$ cat config.mk
export PLATFORM = sky130hd
export DESIGN_NAME = bfm_ahb_cmd_master_flat
export DESIGN_NICKNAME = d
export VERILOG_FILES = /design/src/rtl/bfm_ahb_cmd_master_if.sv /design/src/rtl/bfm_ahb_cmd_master.sv /design/src/flat_wrapper.sv
export SDC_FILE = /design/constraint.sdc
export NUM_CORES = 1
export LEC_CHECK = 0
export ABC_CLOCK_PERIOD_IN_PS = 1950
export BUFFER_PORTS_ARGS = -buffer_cell sky130_fd_sc_hd__clkbuf_2
export CAP_MARGIN = 20
export CORE_MARGIN = 3
export CORE_UTILIZATION = 40
export CTS_CLUSTER_SIZE = 20
export DETAILED_ROUTE_END_ITERATION = 6
export PLACE_DENSITY = 0.68
export SETUP_SLACK_MARGIN = 0.1
export SYNTH_ARGS = -nofsm -noshare
export SYNTH_HDL_FRONTEND = slang
export SYNTH_SLANG_ARGS = --single-unit
export TNS_END_PERCENT = 20
$ cat constraint.sdc
create_clock -name HCLK -period 1.95 [get_ports HCLK]
set_clock_uncertainty 0.15 [all_clocks]
set_input_delay 0.195 -clock HCLK [delete_from_list [all_inputs] [get_ports HCLK]]
set_output_delay 0.195 -clock HCLK [all_outputs]
set_load 0.05 [all_outputs]
$ cat src/rtl/bfm_ahb_cmd_master_if.sv
`default_nettype none
// ============================================================================
//  Module   : bfm_ahb_cmd_master_if
//  Purpose  : Bundle of the command/response handshake and AHB-Lite master
//             bus signals used by bfm_ahb_cmd_master.
//  Modports : master - the command master (drives the AHB request side and the
//                      response port).
//             slave  - the environment (command source, response sink and
//                      AHB slave return path).
//  Revision : 1.0 - initial release
// ============================================================================
interface bfm_ahb_cmd_master_if #(
    parameter int AWIDTH = 10
) ();
    // Command port
    logic              CMD_VALID;
    logic              CMD_READY;
    logic              CMD_WRITE;
    logic [AWIDTH-1:0] CMD_ADDR;
    logic [2:0]        CMD_SIZE;
    logic [31:0]       CMD_WDATA;
    // Response port
    logic              RSP_VALID;
    logic [31:0]       RSP_RDATA;
    logic              RSP_ERR;
    logic              RSP_TMO;
    logic              BUSY;
    // AHB-Lite master side
    logic              HSEL;
    logic [AWIDTH-1:0] HADDR;
    logic              HWRITE;
    logic [2:0]        HSIZE;
    logic [1:0]        HTRANS;
    logic [2:0]        HBURST;
    logic              HMASTLOCK;
    logic [3:0]        HPROT;
    logic [31:0]       HWDATA;
    logic [31:0]       HRDATA;
    logic              HREADY;
    logic              HRESP;

    modport master (
        input  CMD_VALID, CMD_WRITE, CMD_ADDR, CMD_SIZE, CMD_WDATA,
        input  HRDATA, HREADY, HRESP,
        output CMD_READY, RSP_VALID, RSP_RDATA, RSP_ERR, RSP_TMO, BUSY,
        output HSEL, HADDR, HWRITE, HSIZE, HTRANS, HBURST, HMASTLOCK, HPROT, HWDATA
    );

    modport slave (
        output CMD_VALID, CMD_WRITE, CMD_ADDR, CMD_SIZE, CMD_WDATA,
        output HRDATA, HREADY, HRESP,
        input  CMD_READY, RSP_VALID, RSP_RDATA, RSP_ERR, RSP_TMO, BUSY,
        input  HSEL, HADDR, HWRITE, HSIZE, HTRANS, HBURST, HMASTLOCK, HPROT, HWDATA
    );
endinterface
`default_nettype wire

$ cat src/rtl/bfm_ahb_cmd_master.sv
`default_nettype none
// ============================================================================
//  Module   : bfm_ahb_cmd_master
//  Purpose  : Command-driven AHB-Lite master. Each accepted command becomes a
//             single NONSEQ transfer; address and data phases are pipelined so
//             back-to-back commands sustain one transfer per cycle. Every
//             completed transfer returns a one-cycle response pulse, in order.
//  Ports    : HCLK   - clock, rising edge
//             HRESET - synchronous active-high reset
//             bus    - bfm_ahb_cmd_master_if.master (command, response, AHB)
//  Options  : BFM_AHBMASTER_TIMEOUT_EN - when defined, a data phase stalled
//             for TIMEOUT consecutive HREADY=0 cycles is abandoned with
//             RSP_ERR=1 and RSP_TMO=1. Undefined: waits indefinitely.
//  Revision : 1.0 - initial release
// ============================================================================
module bfm_ahb_cmd_master #(
    parameter int AWIDTH  = 10,
    parameter int TIMEOUT = 256
) (
    input  logic                 HCLK,
    input  logic                 HRESET,
    bfm_ahb_cmd_master_if.master bus
);

    localparam logic [1:0] c_HTRANS_IDLE   = 2'b00;
    localparam logic [1:0] c_HTRANS_NONSEQ = 2'b10;
    localparam logic [2:0] c_HSIZE_MAX     = 3'd2;
    localparam logic [3:0] c_HPROT         = 4'b0011;

    // Address-phase stage
    logic              r_a_vld;
    logic [AWIDTH-1:0] r_a_addr;
    logic              r_a_write;
    logic [2:0]        r_a_size;
    logic [31:0]       r_a_wdata;
    // Data-phase stage
    logic              r_d_vld;
    logic              r_d_write;
    logic [31:0]       r_d_wdata;
    // Between the two cycles of an ERROR response
    logic              r_err_hold;
    // Response registers
    logic              r_rsp_valid;
    logic              r_rsp_err;
    logic [31:0]       r_rsp_rdata;

    logic              w_stall;
    logic              w_adv;
    logic              w_cmd_ready;
    logic              w_accept;
    logic              w_done;
    logic              w_err_first;
    logic              w_tmo_fire;
    logic              w_tmo_hold;
    logic [2:0]        w_cmd_size;

    assign w_cmd_size  = (bus.CMD_SIZE > c_HSIZE_MAX) ? c_HSIZE_MAX : bus.CMD_SIZE;
    // While stalled the A-stage is not on the bus (IDLE), so it must not move.
    assign w_stall     = r_err_hold || w_tmo_hold;
    assign w_adv       = bus.HREADY && !w_stall;
    assign w_cmd_ready = !r_a_vld || w_adv;
    assign w_accept    = bus.CMD_VALID && w_cmd_ready;
    assign w_done      = r_d_vld && bus.HREADY;
    assign w_err_first = r_d_vld && !bus.HREADY && bus.HRESP;

`ifdef BFM_AHBMASTER_TIMEOUT_EN
    localparam logic [15:0] c_TMO_LAST = 16'(TIMEOUT - 1);

    logic [15:0] r_tmo_cnt;
    logic        r_tmo_hold;
    logic        r_rsp_tmo;

    // Fires on the TIMEOUT-th consecutive sampled wait state.
    assign w_tmo_fire = r_d_vld && !bus.HREADY && (r_tmo_cnt == c_TMO_LAST);
    assign w_tmo_hold = r_tmo_hold;

    always_ff @(posedge HCLK) begin
        if (HRESET) begin
            r_tmo_cnt  <= 16'd0;
            r_tmo_hold <= 1'b0;
            r_rsp_tmo  <= 1'b0;
        end else begin
            if (bus.HREADY) begin
                r_tmo_cnt <= 16'd0;
            end else if (r_d_vld) begin
                r_tmo_cnt <= r_tmo_cnt + 16'd1;
            end
            // After abandoning, stay off the bus until the slave is ready again.
            if (bus.HREADY) begin
                r_tmo_hold <= 1'b0;
            end else if (w_tmo_fire) begin
                r_tmo_hold <= 1'b1;
            end
            r_rsp_tmo <= w_tmo_fire;
        end
    end

    assign bus.RSP_TMO = r_rsp_tmo;
`else
    logic w_unused_timeout;
    assign w_unused_timeout = ^TIMEOUT;
    assign w_tmo_fire       = 1'b0;
    assign w_tmo_hold       = 1'b0;
    assign bus.RSP_TMO      = 1'b0;
`endif

    always_ff @(posedge HCLK) begin
        if (HRESET) begin
            r_a_vld     <= 1'b0;
            r_a_addr    <= '0;
            r_a_write   <= 1'b0;
            r_a_size    <= 3'd0;
            r_a_wdata   <= 32'd0;
            r_d_vld     <= 1'b0;
            r_d_write   <= 1'b0;
            r_d_wdata   <= 32'd0;
            r_err_hold  <= 1'b0;
            r_rsp_valid <= 1'b0;
            r_rsp_err   <= 1'b0;
            r_rsp_rdata <= 32'd0;
        end else begin
            // An empty A-stage may load even while the pipeline is stalled.
            // Address fields are kept when the stage empties so HADDR stays put.
            if (w_adv || !r_a_vld) begin
                r_a_vld <= w_accept;
                if (w_accept) begin
                    r_a_addr  <= bus.CMD_ADDR;
                    r_a_write <= bus.CMD_WRITE;
                    r_a_size  <= w_cmd_size;
                    r_a_wdata <= bus.CMD_WDATA;
                end
            end

            if (w_adv) begin
                r_d_vld   <= r_a_vld;
                r_d_write <= r_a_write;
                r_d_wdata <= r_a_wdata;
            end else if (w_done || w_tmo_fire) begin
                // Second ERROR cycle or abandon: the bus was IDLE, nothing follows.
                r_d_vld <= 1'b0;
            end

            if (w_tmo_fire) begin
                r_err_hold <= 1'b0;
            end else if (r_err_hold && bus.HREADY) begin
                r_err_hold <= 1'b0;
            end else if (w_err_first) begin
                r_err_hold <= 1'b1;
            end

            r_rsp_valid <= w_done || w_tmo_fire;
            r_rsp_err   <= (w_done && bus.HRESP) || w_tmo_fire;
            r_rsp_rdata <= (w_done && !r_d_write && !bus.HRESP) ? bus.HRDATA : 32'd0;
        end
    end

    assign bus.CMD_READY = w_cmd_ready;
    assign bus.RSP_VALID = r_rsp_valid;
    assign bus.RSP_ERR   = r_rsp_err;
    assign bus.RSP_RDATA = r_rsp_rdata;
    assign bus.BUSY      = r_a_vld || r_d_vld;

    assign bus.HTRANS    = (r_a_vld && !w_stall) ? c_HTRANS_NONSEQ : c_HTRANS_IDLE;
    assign bus.HSEL      = r_a_vld && !w_stall;
    assign bus.HADDR     = r_a_addr;
    assign bus.HWRITE    = r_a_write;
    assign bus.HSIZE     = r_a_size;
    assign bus.HWDATA    = r_d_wdata;
    assign bus.HBURST    = 3'b000;
    assign bus.HMASTLOCK = 1'b0;
    assign bus.HPROT     = c_HPROT;

endmodule
`default_nettype wire

$ cat src/flat_wrapper.sv
// flat-port wrapper written by rule: the top's interface ports become plain ports
module bfm_ahb_cmd_master_flat 
#(
    parameter int AWIDTH  = 10,
    parameter int TIMEOUT = 256
)
  (HCLK, HRESET, bus_CMD_VALID, bus_CMD_WRITE, bus_CMD_ADDR, bus_CMD_SIZE, bus_CMD_WDATA, bus_HRDATA, bus_HREADY, bus_HRESP, bus_CMD_READY, bus_RSP_VALID, bus_RSP_RDATA, bus_RSP_ERR, bus_RSP_TMO, bus_BUSY, bus_HSEL, bus_HADDR, bus_HWRITE, bus_HSIZE, bus_HTRANS, bus_HBURST, bus_HMASTLOCK, bus_HPROT, bus_HWDATA);
  bfm_ahb_cmd_master_if #(.AWIDTH(AWIDTH)) bus_i ();
  input  logic HCLK;
  input  logic HRESET;
  input wire logic [$bits(bus_i.CMD_VALID)-1:0] bus_CMD_VALID;
  input wire logic [$bits(bus_i.CMD_WRITE)-1:0] bus_CMD_WRITE;
  input wire logic [$bits(bus_i.CMD_ADDR)-1:0] bus_CMD_ADDR;
  input wire logic [$bits(bus_i.CMD_SIZE)-1:0] bus_CMD_SIZE;
  input wire logic [$bits(bus_i.CMD_WDATA)-1:0] bus_CMD_WDATA;
  input wire logic [$bits(bus_i.HRDATA)-1:0] bus_HRDATA;
  input wire logic [$bits(bus_i.HREADY)-1:0] bus_HREADY;
  input wire logic [$bits(bus_i.HRESP)-1:0] bus_HRESP;
  output wire logic [$bits(bus_i.CMD_READY)-1:0] bus_CMD_READY;
  output wire logic [$bits(bus_i.RSP_VALID)-1:0] bus_RSP_VALID;
  output wire logic [$bits(bus_i.RSP_RDATA)-1:0] bus_RSP_RDATA;
  output wire logic [$bits(bus_i.RSP_ERR)-1:0] bus_RSP_ERR;
  output wire logic [$bits(bus_i.RSP_TMO)-1:0] bus_RSP_TMO;
  output wire logic [$bits(bus_i.BUSY)-1:0] bus_BUSY;
  output wire logic [$bits(bus_i.HSEL)-1:0] bus_HSEL;
  output wire logic [$bits(bus_i.HADDR)-1:0] bus_HADDR;
  output wire logic [$bits(bus_i.HWRITE)-1:0] bus_HWRITE;
  output wire logic [$bits(bus_i.HSIZE)-1:0] bus_HSIZE;
  output wire logic [$bits(bus_i.HTRANS)-1:0] bus_HTRANS;
  output wire logic [$bits(bus_i.HBURST)-1:0] bus_HBURST;
  output wire logic [$bits(bus_i.HMASTLOCK)-1:0] bus_HMASTLOCK;
  output wire logic [$bits(bus_i.HPROT)-1:0] bus_HPROT;
  output wire logic [$bits(bus_i.HWDATA)-1:0] bus_HWDATA;
  assign bus_i.CMD_VALID = bus_CMD_VALID;
  assign bus_i.CMD_WRITE = bus_CMD_WRITE;
  assign bus_i.CMD_ADDR = bus_CMD_ADDR;
  assign bus_i.CMD_SIZE = bus_CMD_SIZE;
  assign bus_i.CMD_WDATA = bus_CMD_WDATA;
  assign bus_i.HRDATA = bus_HRDATA;
  assign bus_i.HREADY = bus_HREADY;
  assign bus_i.HRESP = bus_HRESP;
  assign bus_CMD_READY = bus_i.CMD_READY;
  assign bus_RSP_VALID = bus_i.RSP_VALID;
  assign bus_RSP_RDATA = bus_i.RSP_RDATA;
  assign bus_RSP_ERR = bus_i.RSP_ERR;
  assign bus_RSP_TMO = bus_i.RSP_TMO;
  assign bus_BUSY = bus_i.BUSY;
  assign bus_HSEL = bus_i.HSEL;
  assign bus_HADDR = bus_i.HADDR;
  assign bus_HWRITE = bus_i.HWRITE;
  assign bus_HSIZE = bus_i.HSIZE;
  assign bus_HTRANS = bus_i.HTRANS;
  assign bus_HBURST = bus_i.HBURST;
  assign bus_HMASTLOCK = bus_i.HMASTLOCK;
  assign bus_HPROT = bus_i.HPROT;
  assign bus_HWDATA = bus_i.HWDATA;
  bfm_ahb_cmd_master #(.AWIDTH(AWIDTH), .TIMEOUT(TIMEOUT)) u_core (.HCLK(HCLK), .HRESET(HRESET), .bus(bus_i));
endmodule
Word level (Yosys, flattened, before mapping). Cells that the tools add are included.

Multiplexer cells: 4. Order comparisons: 1. Reduce and logical (&&, ||, !) cells: 21. Bitwise operators: 1.

Operators by type and width (number): 1-bit logical AND (10); 1-bit logical NOT (5); 2-bit OR reduction (2); 3-bit by 2-bit greater-than comparator with 1-bit output (second input constant) (1); 3-bit two-way mux (1); 1-bit logical OR (2); 1-bit two-way mux (2); 2-bit two-way mux (1); 2-bit AND reduction (1); 2-bit nonzero test (1); 1-bit inverter (1).

Logic and storage cells: 39. Flip-flop bits (word level): 116. Output and inout bits: 94. Input port bits: 83.

Logic depth before layout (Yosys ltp). Gate-level depths: netlist (run 1).

Depth in word-level cells: 5. Gate-level depth with buffers: 5. Gate-level depth less buffers: 3.

Worst setup path before layout (run 1). Ideal clock, no wire load.

Kind: flip-flop to output port. Start point: reg u_core.r_a_vld. End point: out bus_HTRANS[1]. Path slack: 0.015 ns. Cell stages (with the launch flop): 3. Data required time: 1.605 ns. Path buffers: 1. Data arrival time: 1.590 ns. Path through: dfxtp_1 > nor2b_1 > buf_4.

Cells in the longest elaborated chain, start to end: 2.

Ends and longest elaborated chain: from (decl) (line bfm_ahb_cmd_master.sv:31) `logic r_a_vld;`; from (signal assigned) (line bfm_ahb_cmd_master.sv:125) `r_a_vld <= w_accept;`; 1-bit logical AND; via bus_HSEL (line flat_wrapper.sv:25) `output wire logic [$bits(bus_i.HSEL)-1:0] bus_HSEL;`; 2-bit two-way mux (line bfm_ahb_cmd_master.sv:163) `assign bus.HTRANS = (r_a_vld && !w_stall) ? c_HTRANS_NONSEQ : c_HTRANS_IDLE;`; to (decl) (line flat_wrapper.sv:29) `output wire logic [$bits(bus_i.HTRANS)-1:0] bus_HTRANS;`.

The timed path passes the listed nets, and every way through them passes these cells.

Worst setup path in the final report (run 1).
Start point: reg u_core.r_err_hold. End point: out bus_CMD_READY.

Cells in the longest elaborated chain, start to end: 3.

Ends and longest elaborated chain: from (decl) (line bfm_ahb_cmd_master.sv:41) `logic r_err_hold;`; from (signal assigned) (line bfm_ahb_cmd_master.sv:117) `r_err_hold <= 1'b0;`; from (signal assigned) (line bfm_ahb_cmd_master.sv:144) `r_err_hold <= 1'b0;`; from (signal assigned) (line bfm_ahb_cmd_master.sv:146) `r_err_hold <= 1'b0;`; 1-bit logical NOT (line bfm_ahb_cmd_master.sv:60) `assign w_adv = bus.HREADY && !w_stall;`; 1-bit logical AND (line bfm_ahb_cmd_master.sv:60); 1-bit logical OR (line bfm_ahb_cmd_master.sv:61) `assign w_cmd_ready = !r_a_vld || w_adv;`; to (decl) (line flat_wrapper.sv:19) `output wire logic [$bits(bus_i.CMD_READY)-1:0] bus_CMD_READY;`.

Every way passes these cells.

==> flow_metrics.py, run 1 <==
metrics = {
    "outcome": {
        "status": "completed",
    },
    "place": {
        "gp_congestion": 0.718,
        "dp_hpwl_um": 7050,
        "place_area_um2": 5270,
        "dp.cells": 723,
        "numPortBuffers": 166,
        "dpl_worst_slack_ns": 0.468,
    },
    "layout": {
        "drive_gt1_share_pct": 30.9,
        "nets": 772,
        "utilization_pct": 64.5,
        "area_growth_pct": 54.3,
        "final_common_cell": "clkbuf_2",
        "layout_common_cells": "162 x clkbuf_2, 114 x dfxtp_1, 87 x nand2b_1",
        "design_area_um2": 6750,
        "fin_cells": 839,
    },
    "setup_path": {
        "crit_arrival_ns": 1.47,
        "critPathKind": "reg -> out",
        "start_kind": "flip-flop",
        "reg2reg_slack_ns": 0.52,
        "required_ns": 1.60,
        "end_kind": "output port",
        "critPathMaxFanout": 11,
    },
    "sta": {
        "finalSetupViolations": 0,
        "tns_ns": 0,
        "period_share_pct": 93.1,
        "setup_ws_ns": 0.134,
        "finalHoldViolations": 0,
        "rsz0062_at_grt": "true",
        "layout_min_cycle_time_ns": 1.82,
        "finalMaxSlewViolations": 0,
        "fmax_mhz": 551,
    },
    "global_routing": {
        "antenna_found_initial": 1,
        "grt_pass1_wl_um": 19000,
        "grt_max_degree": 68,
        "grt_usage_pct": 19.2,
        "grt_pass1_vias": 3951,
        "overflow": 0,
    },
    "route": {
        "drc_errors": 0,
        "vias": 3727,
        "drtPass1Iterations": 4,
        "wl_per_cell_um": 13.7,
        "drtAntennaViolNets": 0,
        "drt_iter0_markers": 206,
        "totalWireLength_um": 11500,
        "viasPerCell": 4.44,
    },
    "clock_network": {
        "cts_tree": "done",
        "clk_pin_slew_ns": 0.06,
        "post_cts_buffers": 0,
        "clock_sinks": 116,
        "root_buffer": "clkbuf_8",
        "insertion_delay_ns": 0.50,
        "clockBufferDepth": 2,
        "cts_buffers": 17,
        "htree_num_levels": 4,
    },
    "yosys": {
        "synth.yosys.warnings": 0,
        "syn_avg_cell_area_um2": 9.85,
        "ys_seq_area_share_pct": 53.1,
        "synth_cell_types": 25,
        "ys_ff_latch": 116,
        "syn_inst": 444,
        "syn_area_um2": 4370,
    },
    "floorplan": {
        "initial_utilization_pct": 41.8,
        "io_pins": 177,
        "core_um2": 10500,
        "die_y_um": 111,
        "design.die.area_um2": 12200,
        "die_w_um": 111,
        "core.rowCount": 37,
    },
    "power": {
        "irDropWorstVdd_mv": 0.463,
        "leakage_nw": 3.06,
        "p_per_area_nw_per_um2": 969,
    },
    "flow_run": {
        "drv_cap": 0,
    },
    "min_path": {
        "hold_class": "in -> reg",
    },
}
[cell usage after synthesis]
master     number  share of area (%)
nor2b_1         2               0.29
buf_2          11                1.3
clkbuf_1       10               0.86
buf_4          12                2.1
dfxtp_1       116                 53
conb_1          2               0.17
nor3b_1         1               0.17
inv_1           2               0.17
mux2i_1        45                 10
nor3_1          1               0.11
buf_6           1               0.26
nor2_1          3               0.26
a21o_1          1               0.17
a21oi_2         1               0.20
a211oi_2        1               0.29
and2_1         33                4.7
a2111oi_4       1               0.63
or2_2           1               0.14
buf_8           4                1.4
nand2_1        68                5.8
clkbuf_2        3               0.34
nor4_4          1               0.49
a21oi_1        35                4.0
or4b_1          1               0.23
nand2b_1       88                 13
[sequential cells by signal, indices dropped and copies added, names as in the netlist, 3 cells and up]
| name | count |
|---|---|
| u_core.bus.RSP_RDATA | 32 |
| u_core.bus.HWDATA | 32 |
| u_core.bus.HADDR | 10 |
| u_core.r_a_wdata | 32 |
| u_core.bus.HSIZE | 3 |
[path summary, 6_finish.rpt]
check,cells after the start,to,startpoint
max,4,bus_CMD_READY,u_core.r_err_hold$_SDFFE_PP0P_
min,3,u_core.bus.RSP_RDATA[9]$_SDFF_PP0_,bus_HRDATA[9]
max reg2reg,4,u_core.bus.HSIZE[0]$_SDFFE_PP0P_,u_core.r_err_hold$_SDFFE_PP0P_
min reg2reg,2,u_core.bus.HWDATA[12]$_SDFFE_PP0P_,u_core.r_a_wdata[12]$_SDFFE_PP0P_
[per-layer routing]
metal,share of wire (%),routed length (µm),global-route usage [%]
met3,4.8,555,4.66
met5,0,0,0
met4,2.0,231,7.88
met1,40,4640,20.8
met2,53,6100,35.4
[where the power goes]
part	leakage, nW	switching [mW]	internal (mW)
logic	1.83	0.453	0.338
clock network	0.293	1.14	2.09
registers	0.946	0.0530	2.46
[layout make-up]
type                       count  area [µm²]
fill                         846        3710
sequential                   116        2320
multi-input combinational    293        1830
timing repair buffer         259        1790
clock buffer                  18         418
clock inverter                14         200
tap                          136         170
inverter                       2        7.51
antenna                        1        2.50
[through the flow]
step	hold WS, ns	power [mW]
2_1_floorplan	0.124	3.04
3_3_place_gp	0.245	3.20
3_5_place_dp	0.246	3.22
4_1_cts	0.240	6.59
5_1_grt	0.283	6.76
6_report	0.275	6.54
[worst max-delay path, stage by stage (launching register included)]
cell and delay [ns]:
dfxtp_2 0.38, nand2b_4 0.18, buf_6 0.15, nand2_1 0.07, clkbuf_8 0.19
[cells by family after synthesis]
family,Yosys count,synth area share [%]
flops,116,53.1
compound gates,39,5.29
buf+inv,43,6.32
simple gates,199,24.8
other cells,2,0.172
mux,45,10.3
[what timing repair did]
action | CTS | global route
hold buffers | 83 | 0
gates resized for setup | 7 | 2
hold endpoints to repair | 91 | 0
endpoints found under the setup margin | 4 | 4
Power figures use the tool's default switching activity.
==> inputs of run 2 (changes only) <==
--- a/config.mk
+++ b/config.mk
@@ -5,6 +5,7 @@
 export SDC_FILE = /design/constraint.sdc
 export NUM_CORES = 1
 export LEC_CHECK = 0
+export ABC_AREA = 1
 export ABC_CLOCK_PERIOD_IN_PS = 1950
 export BUFFER_PORTS_ARGS = -buffer_cell sky130_fd_sc_hd__clkbuf_2
 export CAP_MARGIN = 20
@@ -12,6 +13,7 @@
 export CORE_UTILIZATION = 40
 export CTS_CLUSTER_SIZE = 20
 export DETAILED_ROUTE_END_ITERATION = 6
+export GPL_ROUTABILITY_DRIVEN = 0
 export PLACE_DENSITY = 0.68
 export SETUP_SLACK_MARGIN = 0.1
 export SYNTH_ARGS = -nofsm -noshare
==> run 2 against run 1 <==
Utilization is 1.5 points lower. Synthesized cell count is 30% higher. Clock power is 19% lower. Clock-buffer cell count is 5 higher. Worst hold slack worse by 0.18 ns. Combinational power is 31% higher. Final cell count is 15% higher.
==> flow_metrics.py, run 2 <==
metrics = {
    "layout": {
        "final_common_cell": "clkbuf_2",
        "nets": 899,
        "fillerInstances": 857,
        "layout_common_cells": "161 x clkbuf_2, 139 x nor2_1, 115 x dfxtp_1",
        "seq_area_um2": 2320,
        "fin_cells": 962,
        "area_growth_pct": 50.0,
        "drive_gt1_share_pct": 26.5,
        "diodes": 0,
        "multiInputGateArea_um2": 1520,
    },
    "global_routing": {
        "grt_max_degree": 93,
        "grt_pass1_vias": 4362,
        "overflow": 0,
        "antenna_found_initial": 0,
        "grt_usage_pct": 19.8,
        "grt_pass1_wl_um": 19900,
    },
    "floorplan": {
        "initial_utilization_pct": 42.0,
        "die_y_um": 111,
        "core_um2": 10600,
        "die_w_um": 111,
        "core.rowCount": 37,
        "design.die.area_um2": 12400,
        "io_pins": 177,
    },
    "yosys": {
        "yosysTopAreaCell": "dfxtp_1",
        "ys_ff_latch": 116,
        "syn_avg_cell_area_um2": 7.65,
        "synthDominantCellAreaShare_pct": 52.4,
        "synth_cell_types": 19,
        "synth.yosys.warnings": 0,
        "synth_area_leaders": "dfxtp_1 52%, nor2_1 12%, inv_1 7.0%",
        "synthArstFlopShare_pct": 0,
        "syn_area_um2": 4430,
        "synth_edf_count": 0,
        "synthTopCellsByCount": "140 x nor2_1, 116 x dfxtp_1, 82 x inv_1, 48 x nand2_1, 47 x a21oi_1",
        "ys_seq_area_share_pct": 52.4,
        "yosysMostFrequentCell": "nor2_1",
        "synthFlopType": "dfxtp_1",
        "syn_inst": 579,
    },
    "sta": {
        "fmax_mhz": 553,
        "finalHoldViolations": 0,
        "tns_ns": 0,
        "finalSetupViolations": 0,
        "rsz0062_at_grt": "true",
        "layout_min_cycle_time_ns": 1.81,
        "finalMaxSlewViolations": 0,
        "period_share_pct": 92.7,
    },
    "clock_network": {
        "cts_tree": "done",
        "clk_pin_slew_ns": 0.05,
        "insertion_delay_ns": 0.51,
        "root_buffer": "clkbuf_8",
        "clock_sinks": 116,
        "clockBufferDepth": 2,
        "cts_buffers": 17,
        "htree_num_levels": 4,
    },
    "power": {
        "leakage_nw": 3.52,
        "p_seq_share_pct": 41.2,
        "clkPwrFrac_pct": 42.1,
        "internal_power_mw": 4.53,
        "p_per_area_nw_per_um2": 941,
        "power_switching_mw": 1.72,
        "p_sw_share_pct": 27.5,
        "comb_power_share_pct": 16.7,
        "irDropWorstVdd_mv": 0.570,
    },
    "setup_path": {
        "path_buf_inv": 4,
        "crit_arrival_ns": 1.46,
        "slowest_delay_ns": 0.53,
        "critPathMaxFanout": 24,
        "critPathKind": "in -> out",
        "end_kind": "output port",
        "start_kind": "input port",
        "worstPathCellList": "dlygate4sd3_1, buf_2, nand2_8, nand2_8, buf_12, buf_12",
        "required_ns": 1.60,
        "crit_family": "buffers and inverters",
        "crit_path_top_delay_cell": "dlygate4sd3_1",
    },
    "route": {
        "viasPerCell": 4.54,
        "wl_per_cell_um": 12.7,
        "vias": 4371,
        "drtAntennaViolNets": 0,
        "drtPass1Iterations": 4,
        "top_layer": "met4",
        "met3_wirelength_um": 596,
        "drt_iter0_markers": 150,
        "drc_errors": 0,
        "drt-met1-wl_um": 4790,
        "totalWireLength_um": 12200,
        "wl_met2_um": 6460,
    },
    "min_path": {
        "hold_class": "in -> reg",
    },
    "place": {
        "dp.cells": 847,
        "dp_hpwl_um": 6960,
        "numPortBuffers": 166,
    },
    "outcome": {
        "status": "completed",
    },
    "flow_run": {
        "drv_cap": 0,
    },
}
## run 2: changes by cell type after synthesis, moves of 6 or more
cell	previous run	this run
buf_2	11	5
inv_1	2	82
o21ai_0	0	35
a21oi_1	35	47
and2_1	33	0
nand3_1	0	46
nor2_2	0	8
buf_1	0	6
buf_6	1	10
mux2i_1	45	0
nand2_1	68	48
nor2_1	3	140
nand2b_1	88	0
## run 2: per-stage QoR
step / hold slack, ns / worst slack [ns] / power (mW) / cell area, µm² / util (%)
global placement: 0.243 / 0.445 / 3.48 / 5230 / 49.5
global route: 0.106 / 0.0998 / 6.51 / 6640 / 62.9
floorplan: 0.114 / 0.146 / 3.29 / 4460 / -
finish: 0.0907 / 0.143 / 6.25 / 6640 / 62.9
CTS: 0.0597 / 0.0594 / 6.30 / 6640 / 62.9
detailed placement: 0.247 / 0.425 / 3.50 / 5230 / 49.5
## run 2: area by class of cell
cell class                 instances  share of cell area, %
sequential                       116                   35.0
timing repair buffer             257                   27.2
multi-input combinational        340                   22.9
clock buffer                      23                   7.18
inverter                          84                   4.78
tap                              136                   2.56
clock inverter                     6                  0.452
## run 2: kinds of logic after synthesis
kind of cell	after synthesis	synth area share, %
other	2	0.170
buffers and inverters	132	14.6
AOI/OAI and AO/OA	82	9.27
DFF	116	52.4
and+or+nand+nor	247	23.5
## run 2: power by group through the flow
stage / registers (mW) / logic (mW) / clock network (mW)
2_1_floorplan: 2.87 / 0.422 / 0
3_3_place_gp: 2.62 / 0.869 / 0
3_5_place_dp: 2.62 / 0.884 / 0
4_1_cts: 2.57 / 1.04 / 2.68
5_1_grt: 2.59 / 1.13 / 2.78
6_report: 2.58 / 1.04 / 2.63
## run 2: worst reg2reg max path: stages, from the launching register on
cell	delay, ns
dfxtp_2	0.34
inv_4	0.10
nand2_8	0.07
buf_4	0.21
inv_1	0.07
buf_4	0.32
nor2_1	0.08
nor2_1	0.13
## run 2: worst paths after layout
path                                                       start                                end  slack [ns]  depth (start not counted)
worst min register to register  u_core.bus.HSIZE[2]$_SDFFE_PP0P_   u_core.bus.HSIZE[2]$_SDFFE_PP0P_        0.29                          2
worst min-delay path                               bus_CMD_VALID        u_core.r_a_vld$_SDFFE_PP0N_        0.09                          4
worst max register to register    u_core.r_err_hold$_SDFFE_PP0P_  u_core.bus.HWDATA[9]$_SDFFE_PP0P_        0.42                          7
worst max-delay path                                  bus_HREADY                      bus_CMD_READY        0.14                          6
## run 2: per-layer routing
layer	track usage, %	vias to the layer above
met2	36.5	126
met5	0	-
met1	20.6	1987
li1	-	2225
met4	8.60	0
met3	6.11	33
## run 2: repair_timing
item,CTS,global route
endpoints found under the hold margin,81,0
pin swaps,1,0
endpoints found under the setup margin,2,3
buffers inserted,1,0
cloned,2,0
hold buffers,83,0
gates resized for setup,6,5
==> inputs of run 3 (changes only) <==
--- a/config.mk
+++ b/config.mk
@@ -15,6 +15,7 @@
 export DETAILED_ROUTE_END_ITERATION = 6
 export GPL_ROUTABILITY_DRIVEN = 0
 export PLACE_DENSITY = 0.68
+export REMOVE_ABC_BUFFERS = 1
 export SETUP_SLACK_MARGIN = 0.1
 export SYNTH_ARGS = -nofsm -noshare
 export SYNTH_HDL_FRONTEND = slang
==> run 3 against run 2 <==
First-iteration DRC count rose by 28%. Final area increased by 0.60%. Via count shrank 1.0%. Combinational power about the same. Wire length is 1.1% lower. Clock-buffer cell count is the same. Final cell count grew 0.42%. Register-to-register slack worse by 0.02 ns. Critical path depth fell by 3. Global-route usage decreased by 0.25 points. Maximum frequency decreased by 0.33%. Sequential power about the same. Highest routed layer unchanged.
==> flow_metrics.py, run 3 (synthesized netlist as in run 2, its figures left out) <==
metrics = {
    "outcome": {
        "status": "completed",
    },
    "clock_network": {
        "clock_sinks": 116,
        "root_buffer": "clkbuf_8",
        "htree_num_levels": 4,
        "clk_pin_slew_ns": 0.06,
        "cts_tree": "done",
        "cts_buffers": 17,
        "insertion_delay_ns": 0.49,
        "clockBufferDepth": 2,
    },
    "floorplan": {
        "die_y_um": 111,
        "io_pins": 177,
        "die_w_um": 111,
        "design.die.area_um2": 12400,
        "initial_utilization_pct": 42.0,
        "core_um2": 10600,
        "core.rowCount": 37,
    },
    "setup_path": {
        "crit_arrival_ns": 1.47,
        "required_ns": 1.60,
        "critPathKind": "reg -> out",
        "end_kind": "output port",
        "start_kind": "flip-flop",
        "critPathMaxFanout": 3,
    },
    "global_routing": {
        "grt_pass1_wl_um": 20000,
        "grt_usage_pct": 19.6,
        "grt_max_degree": 93,
        "overflow": 0,
        "grt_pass1_vias": 4264,
        "antenna_found_initial": 0,
    },
    "layout": {
        "fillerInstances": 905,
        "drive_gt1_share_pct": 26.4,
        "fin_cells": 966,
        "multiInputGateArea_um2": 1490,
        "utilization_pct": 63.3,
        "nets": 900,
        "seq_area_um2": 2320,
        "diodes": 0,
        "final_common_cell": "clkbuf_2",
        "layout_common_cells": "162 x clkbuf_2, 140 x nor2_1, 116 x dfxtp_1",
        "design_area_um2": 6680,
        "area_growth_pct": 50.9,
    },
    "flow_run": {
        "drv_cap": 0,
    },
    "route": {
        "vias": 4327,
        "viasPerCell": 4.48,
        "drtPass1Iterations": 4,
        "drt_iter0_markers": 192,
        "totalWireLength_um": 12100,
        "drtAntennaViolNets": 0,
        "drc_errors": 0,
        "wl_per_cell_um": 12.5,
    },
    "place": {
        "dp.cells": 847,
        "place_area_um2": 5210,
        "dp_hpwl_um": 7180,
        "numPortBuffers": 166,
    },
    "power": {
        "finalPower_mw": 6.28,
        "p_per_area_nw_per_um2": 940,
        "leakage_nw": 3.55,
        "irDropWorstVdd_mv": 0.544,
    },
    "sta": {
        "finalMaxSlewViolations": 0,
        "layout_min_cycle_time_ns": 1.81,
        "finalHoldViolations": 0,
        "period_share_pct": 93.0,
        "fmax_mhz": 552,
        "finalSetupViolations": 0,
        "tns_ns": 0,
        "rsz0062_at_grt": "true",
    },
    "min_path": {
        "hold_class": "in -> reg",
    },
}
[run 3: final cells by class]
| class | count | share of cell area (%) |
|---|---|---|
| timing repair buffer | 259 | 27.9 |
| tap | 136 | 2.55 |
| inverter | 84 | 4.72 |
| clock buffer | 23 | 6.98 |
| multi-input combinational | 339 | 22.3 |
| sequential | 116 | 34.7 |
| clock inverter | 9 | 0.824 |
[run 3: power breakdown]
group | internal [mW] | switching [mW]
clock | 1.65 | 1.01
sequential | 2.51 | 0.0673
combinational | 0.382 | 0.667
[run 3: through the flow]
| step | hold slack, ns | setup WS (ns) |
|---|---|---|
| 6_report | 0.0931 | 0.137 |
| 5_1_grt | 0.106 | 0.0680 |
| 4_1_cts | 0.0628 | 0.100 |
| 3_5_place_dp | 0.245 | 0.310 |
| 3_3_place_gp | 0.243 | 0.421 |
| 2_1_floorplan | 0.114 | -0.144 |
[run 3: what timing repair did]
| action | CTS | global route |
|---|---|---|
| endpoints found under the hold margin | 82 | 0 |
| buffers inserted | 0 | 1 |
| hold buffers | 83 | 0 |
| pin swaps | 0 | 1 |
| endpoints found under the setup margin | 2 | 3 |
| cloned | 3 | 0 |
| gates resized for setup | 1 | 4 |
[run 3: final timing paths]
path	startpoint	to	depth (start not counted)	slack, ns
worst min-delay path	bus_CMD_VALID	u_core.bus.HSIZE[2]$_SDFFE_PP0P_	3	0.09
worst max-delay path	u_core.r_a_vld$_SDFFE_PP0N_	bus_HSEL	3	0.14
worst max register to register	u_core.r_err_hold$_SDFFE_PP0P_	u_core.bus.HWDATA[15]$_SDFFE_PP0P_	6	0.40
worst min register to register	u_core.bus.HSIZE[2]$_SDFFE_PP0P_	u_core.bus.HSIZE[2]$_SDFFE_PP0P_	2	0.29
[run 3: critical path, cell delays in order, from the launching register on]
cell,delay (ns)
dfxtp_1,0.37
inv_1,0.07
nor2_1,0.23
clkbuf_4,0.31
[run 3: layer usage]
| metal | wire, µm | GRT usage (%) |
|---|---|---|
| met5 | 0 | 0 |
| met4 | 283 | 7.62 |
| met3 | 675 | 4.86 |
| met2 | 6340 | 35.4 |
| met1 | 4770 | 22.0 |
